## src/rtl/imem_loader_if.sv

```systemverilog
// Byte-stream input and instruction-memory write port of the boot-time loader.
// The master side feeds bytes and observes writes; the slave side is the loader.
interface imem_loader_if #(
    parameter int ADDR_W = 8
);
    logic [7:0]        in_data;
    logic              in_valid;
    logic              in_ready;
    logic              mem_we;
    logic [ADDR_W-1:0] mem_addr;
    logic [31:0]       mem_wdata;

    modport master (
        output in_data,
        output in_valid,
        input  in_ready,
        input  mem_we,
        input  mem_addr,
        input  mem_wdata
    );

    modport slave (
        input  in_data,
        input  in_valid,
        output in_ready,
        output mem_we,
        output mem_addr,
        output mem_wdata
    );
endinterface

```

## src/rtl/imem_loader.sv

```systemverilog
// Boot loader: header count, big-endian words written to instruction memory,
// trailing XOR checksum; releases cpu_hold only after a verified load.
module imem_loader #(
    parameter int ADDR_W = 8
) (
    input  logic            clk,
    input  logic            rst,
    input  logic            start,
    imem_loader_if.slave    bus,
    output logic            cpu_hold,
    output logic            done,
    output logic            err,
    output logic [ADDR_W:0] words_loaded
);
    typedef enum logic [2:0] {
        S_IDLE   = 3'd0,
        S_HDR_HI = 3'd1,
        S_HDR_LO = 3'd2,
        S_DATA   = 3'd3,
        S_CHK    = 3'd4,
        S_DONE   = 3'd5,
        S_ERR    = 3'd6
    } state_t;

    localparam logic [16:0] CAPACITY = 17'd1 << ADDR_W;

    state_t            state_q, state_d;
    logic [15:0]       count_q, count_d;
    logic [23:0]       word_q, word_d;
    logic [1:0]        byte_cnt_q, byte_cnt_d;
    logic [7:0]        csum_q, csum_d;
    logic [ADDR_W:0]   words_q, words_d;
    logic              we_q, we_d;
    logic [ADDR_W-1:0] addr_q, addr_d;
    logic [31:0]       wdata_q, wdata_d;
    logic              ready_q, ready_d;
    logic              hold_q, hold_d;
    logic              done_q, done_d;
    logic              err_q, err_d;

    logic              xfer_s;
    logic [15:0]       hdr_count_s;
    logic              last_word_s;

    assign xfer_s      = bus.in_valid & ready_q;
    assign hdr_count_s = {count_q[15:8], bus.in_data};
    // count has already been range-checked, so it fits in ADDR_W+1 bits here
    assign last_word_s = ((words_q + {{ADDR_W{1'b0}}, 1'b1}) == count_q[ADDR_W:0]);

    // Next-state and registered-output computation.
    always_comb begin
        state_d    = state_q;
        count_d    = count_q;
        word_d     = word_q;
        byte_cnt_d = byte_cnt_q;
        csum_d     = csum_q;
        words_d    = words_q;
        we_d       = 1'b0;
        addr_d     = addr_q;
        wdata_d    = wdata_q;
        hold_d     = hold_q;
        done_d     = done_q;
        err_d      = err_q;

        case (state_q)
            S_IDLE, S_DONE, S_ERR: begin
                if (start) begin
                    state_d    = S_HDR_HI;
                    done_d     = 1'b0;
                    err_d      = 1'b0;
                    csum_d     = 8'd0;
                    byte_cnt_d = 2'd0;
                    words_d    = '0;
                    hold_d     = 1'b1;
                end else begin
                    state_d = state_q;
                end
            end
            S_HDR_HI: begin
                if (xfer_s) begin
                    count_d[15:8] = bus.in_data;
                    csum_d        = csum_q ^ bus.in_data;
                    state_d       = S_HDR_LO;
                end else begin
                    state_d = S_HDR_HI;
                end
            end
            S_HDR_LO: begin
                if (xfer_s) begin
                    count_d = hdr_count_s;
                    csum_d  = csum_q ^ bus.in_data;
                    if ((hdr_count_s == 16'd0) || ({1'b0, hdr_count_s} > CAPACITY)) begin
                        state_d = S_ERR;
                        err_d   = 1'b1;
                    end else begin
                        state_d = S_DATA;
                    end
                end else begin
                    state_d = S_HDR_LO;
                end
            end
            S_DATA: begin
                if (xfer_s) begin
                    csum_d     = csum_q ^ bus.in_data;
                    byte_cnt_d = byte_cnt_q + 2'd1;
                    if (byte_cnt_q == 2'd3) begin
                        we_d    = 1'b1;
                        addr_d  = words_q[ADDR_W-1:0];
                        wdata_d = {word_q, bus.in_data};
                        words_d = words_q + {{ADDR_W{1'b0}}, 1'b1};
                        if (last_word_s) begin
                            state_d = S_CHK;
                        end else begin
                            state_d = S_DATA;
                        end
                    end else begin
                        word_d = {word_q[15:0], bus.in_data};
                    end
                end else begin
                    state_d = S_DATA;
                end
            end
            S_CHK: begin
                if (xfer_s) begin
                    if (bus.in_data == csum_q) begin
                        state_d = S_DONE;
                        done_d  = 1'b1;
                        hold_d  = 1'b0;
                    end else begin
                        state_d = S_ERR;
                        err_d   = 1'b1;
                    end
                end else begin
                    state_d = S_CHK;
                end
            end
            default: begin
                state_d = S_IDLE;
            end
        endcase

        case (state_d)
            S_HDR_HI, S_HDR_LO, S_DATA, S_CHK: ready_d = 1'b1;
            default:                           ready_d = 1'b0;
        endcase
    end

    // State and output registers; memory contents are never touched by reset.
    always_ff @(posedge clk or posedge rst) begin
        if (rst) begin
            state_q    <= S_IDLE;
            count_q    <= 16'd0;
            word_q     <= 24'd0;
            byte_cnt_q <= 2'd0;
            csum_q     <= 8'd0;
            words_q    <= '0;
            we_q       <= 1'b0;
            addr_q     <= '0;
            wdata_q    <= 32'd0;
            ready_q    <= 1'b0;
            hold_q     <= 1'b1;
            done_q     <= 1'b0;
            err_q      <= 1'b0;
        end else begin
            state_q    <= state_d;
            count_q    <= count_d;
            word_q     <= word_d;
            byte_cnt_q <= byte_cnt_d;
            csum_q     <= csum_d;
            words_q    <= words_d;
            we_q       <= we_d;
            addr_q     <= addr_d;
            wdata_q    <= wdata_d;
            ready_q    <= ready_d;
            hold_q     <= hold_d;
            done_q     <= done_d;
            err_q      <= err_d;
        end
    end

    assign bus.in_ready  = ready_q;
    assign bus.mem_we    = we_q;
    assign bus.mem_addr  = addr_q;
    assign bus.mem_wdata = wdata_q;
    assign cpu_hold      = hold_q;
    assign done          = done_q;
    assign err           = err_q;
    assign words_loaded  = words_q;

endmodule

```

## src/flat_wrapper.sv

```systemverilog
// flat-port wrapper written by rule: the top's interface ports become plain ports
module imem_loader_flat 
#(
    parameter int ADDR_W = 8
)
  (clk, rst, start, cpu_hold, done, err, words_loaded, bus_in_data, bus_in_valid, bus_in_ready, bus_mem_we, bus_mem_addr, bus_mem_wdata);
  imem_loader_if #(.ADDR_W(ADDR_W)) bus_i ();
  input  logic clk;
  input  logic rst;
  input  logic start;
  output logic cpu_hold;
  output logic done;
  output logic err;
  output logic [ADDR_W:0] words_loaded;
  input wire logic [$bits(bus_i.in_data)-1:0] bus_in_data;
  input wire logic [$bits(bus_i.in_valid)-1:0] bus_in_valid;
  output wire logic [$bits(bus_i.in_ready)-1:0] bus_in_ready;
  output wire logic [$bits(bus_i.mem_we)-1:0] bus_mem_we;
  output wire logic [$bits(bus_i.mem_addr)-1:0] bus_mem_addr;
  output wire logic [$bits(bus_i.mem_wdata)-1:0] bus_mem_wdata;
  assign bus_i.in_data = bus_in_data;
  assign bus_i.in_valid = bus_in_valid;
  assign bus_in_ready = bus_i.in_ready;
  assign bus_mem_we = bus_i.mem_we;
  assign bus_mem_addr = bus_i.mem_addr;
  assign bus_mem_wdata = bus_i.mem_wdata;
  imem_loader #(.ADDR_W(ADDR_W)) u_core (.clk(clk), .rst(rst), .start(start), .bus(bus_i), .cpu_hold(cpu_hold), .done(done), .err(err), .words_loaded(words_loaded));
endmodule
```

## config.mk

```make
export PLATFORM = sky130hd
export DESIGN_NAME = imem_loader_flat
export DESIGN_NICKNAME = d
export VERILOG_FILES = /design/src/rtl/imem_loader_if.sv /design/src/rtl/imem_loader.sv /design/src/flat_wrapper.sv
export SDC_FILE = /design/constraint.sdc
export NUM_CORES = 1
export LEC_CHECK = 0
export ABC_AREA = 0
export ABC_CLOCK_PERIOD_IN_PS = 5950
export CAP_MARGIN = 30
export CORE_ASPECT_RATIO = 1.5
export CORE_MARGIN = 2
export CORE_UTILIZATION = 47
export CTS_CLUSTER_DIAMETER = 120
export CTS_CLUSTER_SIZE = 24
export DETAILED_ROUTE_END_ITERATION = 12
export GPL_TIMING_DRIVEN = 0
export PLACE_DENSITY = 0.7
export SLEW_MARGIN = 30
export SYNTH_ARGS = -nofsm -noshare
export SYNTH_HDL_FRONTEND = slang
export SYNTH_SLANG_ARGS = --single-unit
export TNS_END_PERCENT = 20
```

## constraint.sdc

```tcl
create_clock -name clk -period 5.95 [get_ports clk]
set_input_delay 1.19 -clock clk [delete_from_list [all_inputs] [get_ports clk]]
set_output_delay 1.19 -clock clk [all_outputs]
set_load 0.01 [all_outputs]
```

==> out/qor.yml <==
detail-route-antenna-nets: 0
die_w_um: 86.6
wire_per_inst_um: 16.4
cp-end-kind: "flop"
htreeDepth: 3
first_global_vias: 3737
fin_crit_sh_pct: 58.5
maxSlewHeadroom_pct: 42.5
start_util_pct: 48.0
cap_violations: 0
outcome: "complete, no violations"
cts-root-buf: "clkbuf_16"
clk_latency_ns: 0.35
yosysWarnings: 0
crit_fanout: 10
wl_mm: 11.1
final_common_cell: "nand2_1"
regArea_sq_um: 2680
cts.clk_slew.worst_paths_ns: 0.07
p_per_area_nw_per_um2: 406
viasPerCell: 5.50
slew_violations: 0
drt_first_iter_violations: 228
row_count: 45
coreArea_sq_um: 10000
rsz0062_at_grt: "false"
synth_flop_cell: "dfrtp_1"
die-area_sq_um: 11100
ys_types: 44
gr-total-overflow: 0
crit_path_top_delay_cell: "clkdlybuf4s50_1"
synth_compound_area_share_pct: 9.10
synthesis.area_sq_um: 4810
cp_data_arrival_time_ns: 3.78
synthesis.nets: 501
io_pins: 66
total_power_uw: 2390
place_hpwl_mm: 7.67
drc_errors: 0
multi_input_area_sq_um: 2020
ys_seq_area_share_pct: 55.7
path_cells: "clkdlybuf4s50_1, nand2_1, nor2_1, nand3_1, inv_2, buf_1, nand2_1, nand2_1"
clockBufferDepth: 2
yosys.area_share.adder_pct: 0.520
finalHoldViolCount: 0
yosys.area_share.simple_pct: 18.4
timing.setup.tns_ns: 0
finalCriticalPeriod_ns: 3.48
synth.ff_latch_count: 107
nets: 570
synth-edff-count: 0
cts_tree: "built"
gp_congestion: 0.928
max_stage_delay_ns: 0.54
leakagePower_uw: 0.00268
cts.repair.resized: 0
grt_max_degree: 63
drive_above_1_share_pct: 13.2
async_reset_ff_share_pct: 100
dr.pass1.iters: 4
cts.sinks: 107
synth_xor_area_share_pct: 3.82
final_cell_mix: "150 x nand2_1, 106 x dfrtp_1, 57 x clkdlybuf4s50_1, 41 x mux2_2, 40 x o21ai_0"
hp-class: "flop to flop"
num-fill-cells: 865
postCtsHoldBufs: 0
start_kind: "input port"
grt_use_total_pct: 21.5
synth_top_family_by_area: "simple AND/OR/NAND/NOR gates"
die_y_um: 128
finalSetupViolCount: 0
cp_common_cell: "nand2_1"
grt_pass1_wl_mm: 18.4
skew_ns: 0.0129
cts_buffers: 9
portBuffers: 57
worst_pin_slew_ns: 0.856
syn_inst: 487
diodes: 0
via_count: 3727
fmaxAchievable_mhz: 287
crit_type: "input port to flop"
antenna_found_initial: 0
syn_avg_cell_area_sq_um: 9.88
crit_required_ns: 6.24
post_cts_buffers: 0
ir_worst_vdd_v: 0.000297
muxShareOfSynthArea_pct: 9.80
synthToLayoutAreaGrowth_pct: 22.6
[state kept, by name (all words and copies together), names as in the netlist, 2 cells and up]
name	flops
u_core.state_q	3
u_core.bus.mem_wdata	32
u_core.word_q	24
u_core.words_loaded	9
u_core.csum_q	8
u_core.bus.mem_addr	8
u_core.byte_cnt_q	2
u_core.count_q	16
[synth_stat cells (all sizes together) (3+ instances only)]
library cell | number | share of area, %
nand3 | 8 | 1.0
nor2b | 5 | 0.65
a221oi | 3 | 0.55
and2 | 3 | 0.39
o21ai | 40 | 4.2
nor4 | 7 | 1.0
xor2 | 12 | 2.2
or3 | 3 | 0.39
nor2 | 24 | 1.9
clkbuf | 20 | 1.6
a2111oi | 3 | 0.68
inv | 6 | 0.47
mux2 | 41 | 9.6
nand2 | 151 | 12
xnor2 | 9 | 1.6
dfrtp | 106 | 55
a21oi | 10 | 1.0
buf | 7 | 0.62
a31o | 4 | 0.73
[power breakdown]
part / switching, uW / internal (uW)
logic: 350 / 338
registers: 150 / 926
clock network: 281 / 347
total: 781 / 1610
[final timing paths]
path	startpoint	end	slack, ns	depth (start not counted)
worst max-delay path	bus_in_valid	u_core.bus.mem_wdata[0]	2.47	8
worst min-delay path	u_core.bus.mem_addr[4]	u_core.bus.mem_addr[4]	0.48	2
worst max register to register	u_core.words_loaded[0]	u_core.bus.in_ready	3.12	8
worst min register to register	u_core.bus.mem_addr[4]	u_core.bus.mem_addr[4]	0.48	2
max in group asynchronous	rst	u_core.byte_cnt_q[1]	4.07	3
min in group asynchronous	rst	u_core.bus.mem_addr[0]	1.23	2
[routing by layer]
metal	vias up	GRT usage, %	part of all wire, %
li1	1782	-	-
met1	1823	27.4	42
met2	97	35.4	51
met3	25	3.73	3.6
met4	0	9.83	2.7
met5	-	0	0
[worst max-delay path: cells and delay by family]
| kind | cells | cell delay [ns] |
|---|---|---|
| AND/OR/NAND/NOR | 5 | 1.31 |
| buffers and inverters | 3 | 1.27 |
[stage by stage]
stage	utilization, %	worst slack, ns	hold slack [ns]	instances	instance area, sq um
6_report	58.9	2.47	0.476	678	5900
5_1_grt	58.9	2.30	0.491	678	5900
4_1_cts	58.8	2.55	0.481	678	5890
3_5_place_dp	55.6	2.22	0.458	662	5570
3_3_place_gp	55.2	0.495	0.455	661	5530
2_1_floorplan	-	1.94	0.435	487	4810
[layout make-up]
cell class | instances | area share (%)
multi-input cells | 347 | 34.3
clock buffers | 10 | 4.05
flip-flops and latches | 107 | 45.4
repair buffers | 58 | 10.1
inverters | 6 | 0.467
well taps | 117 | 2.48
plain buffers | 27 | 1.78
clock inverters | 6 | 1.40
[kinds of logic after synthesis]
| logic type | after synthesis |
|---|---|
| flip-flops | 107 |
| adder cells (fa/ha/maj) | 2 |
| AO/OA/AOI/OAI | 72 |
| AND/OR/NAND/NOR | 210 |
| buffers and inverters | 33 |
| multiplexers | 42 |
| XOR/XNOR | 21 |
No activity file was read; power rests on OpenSTA's default activity.
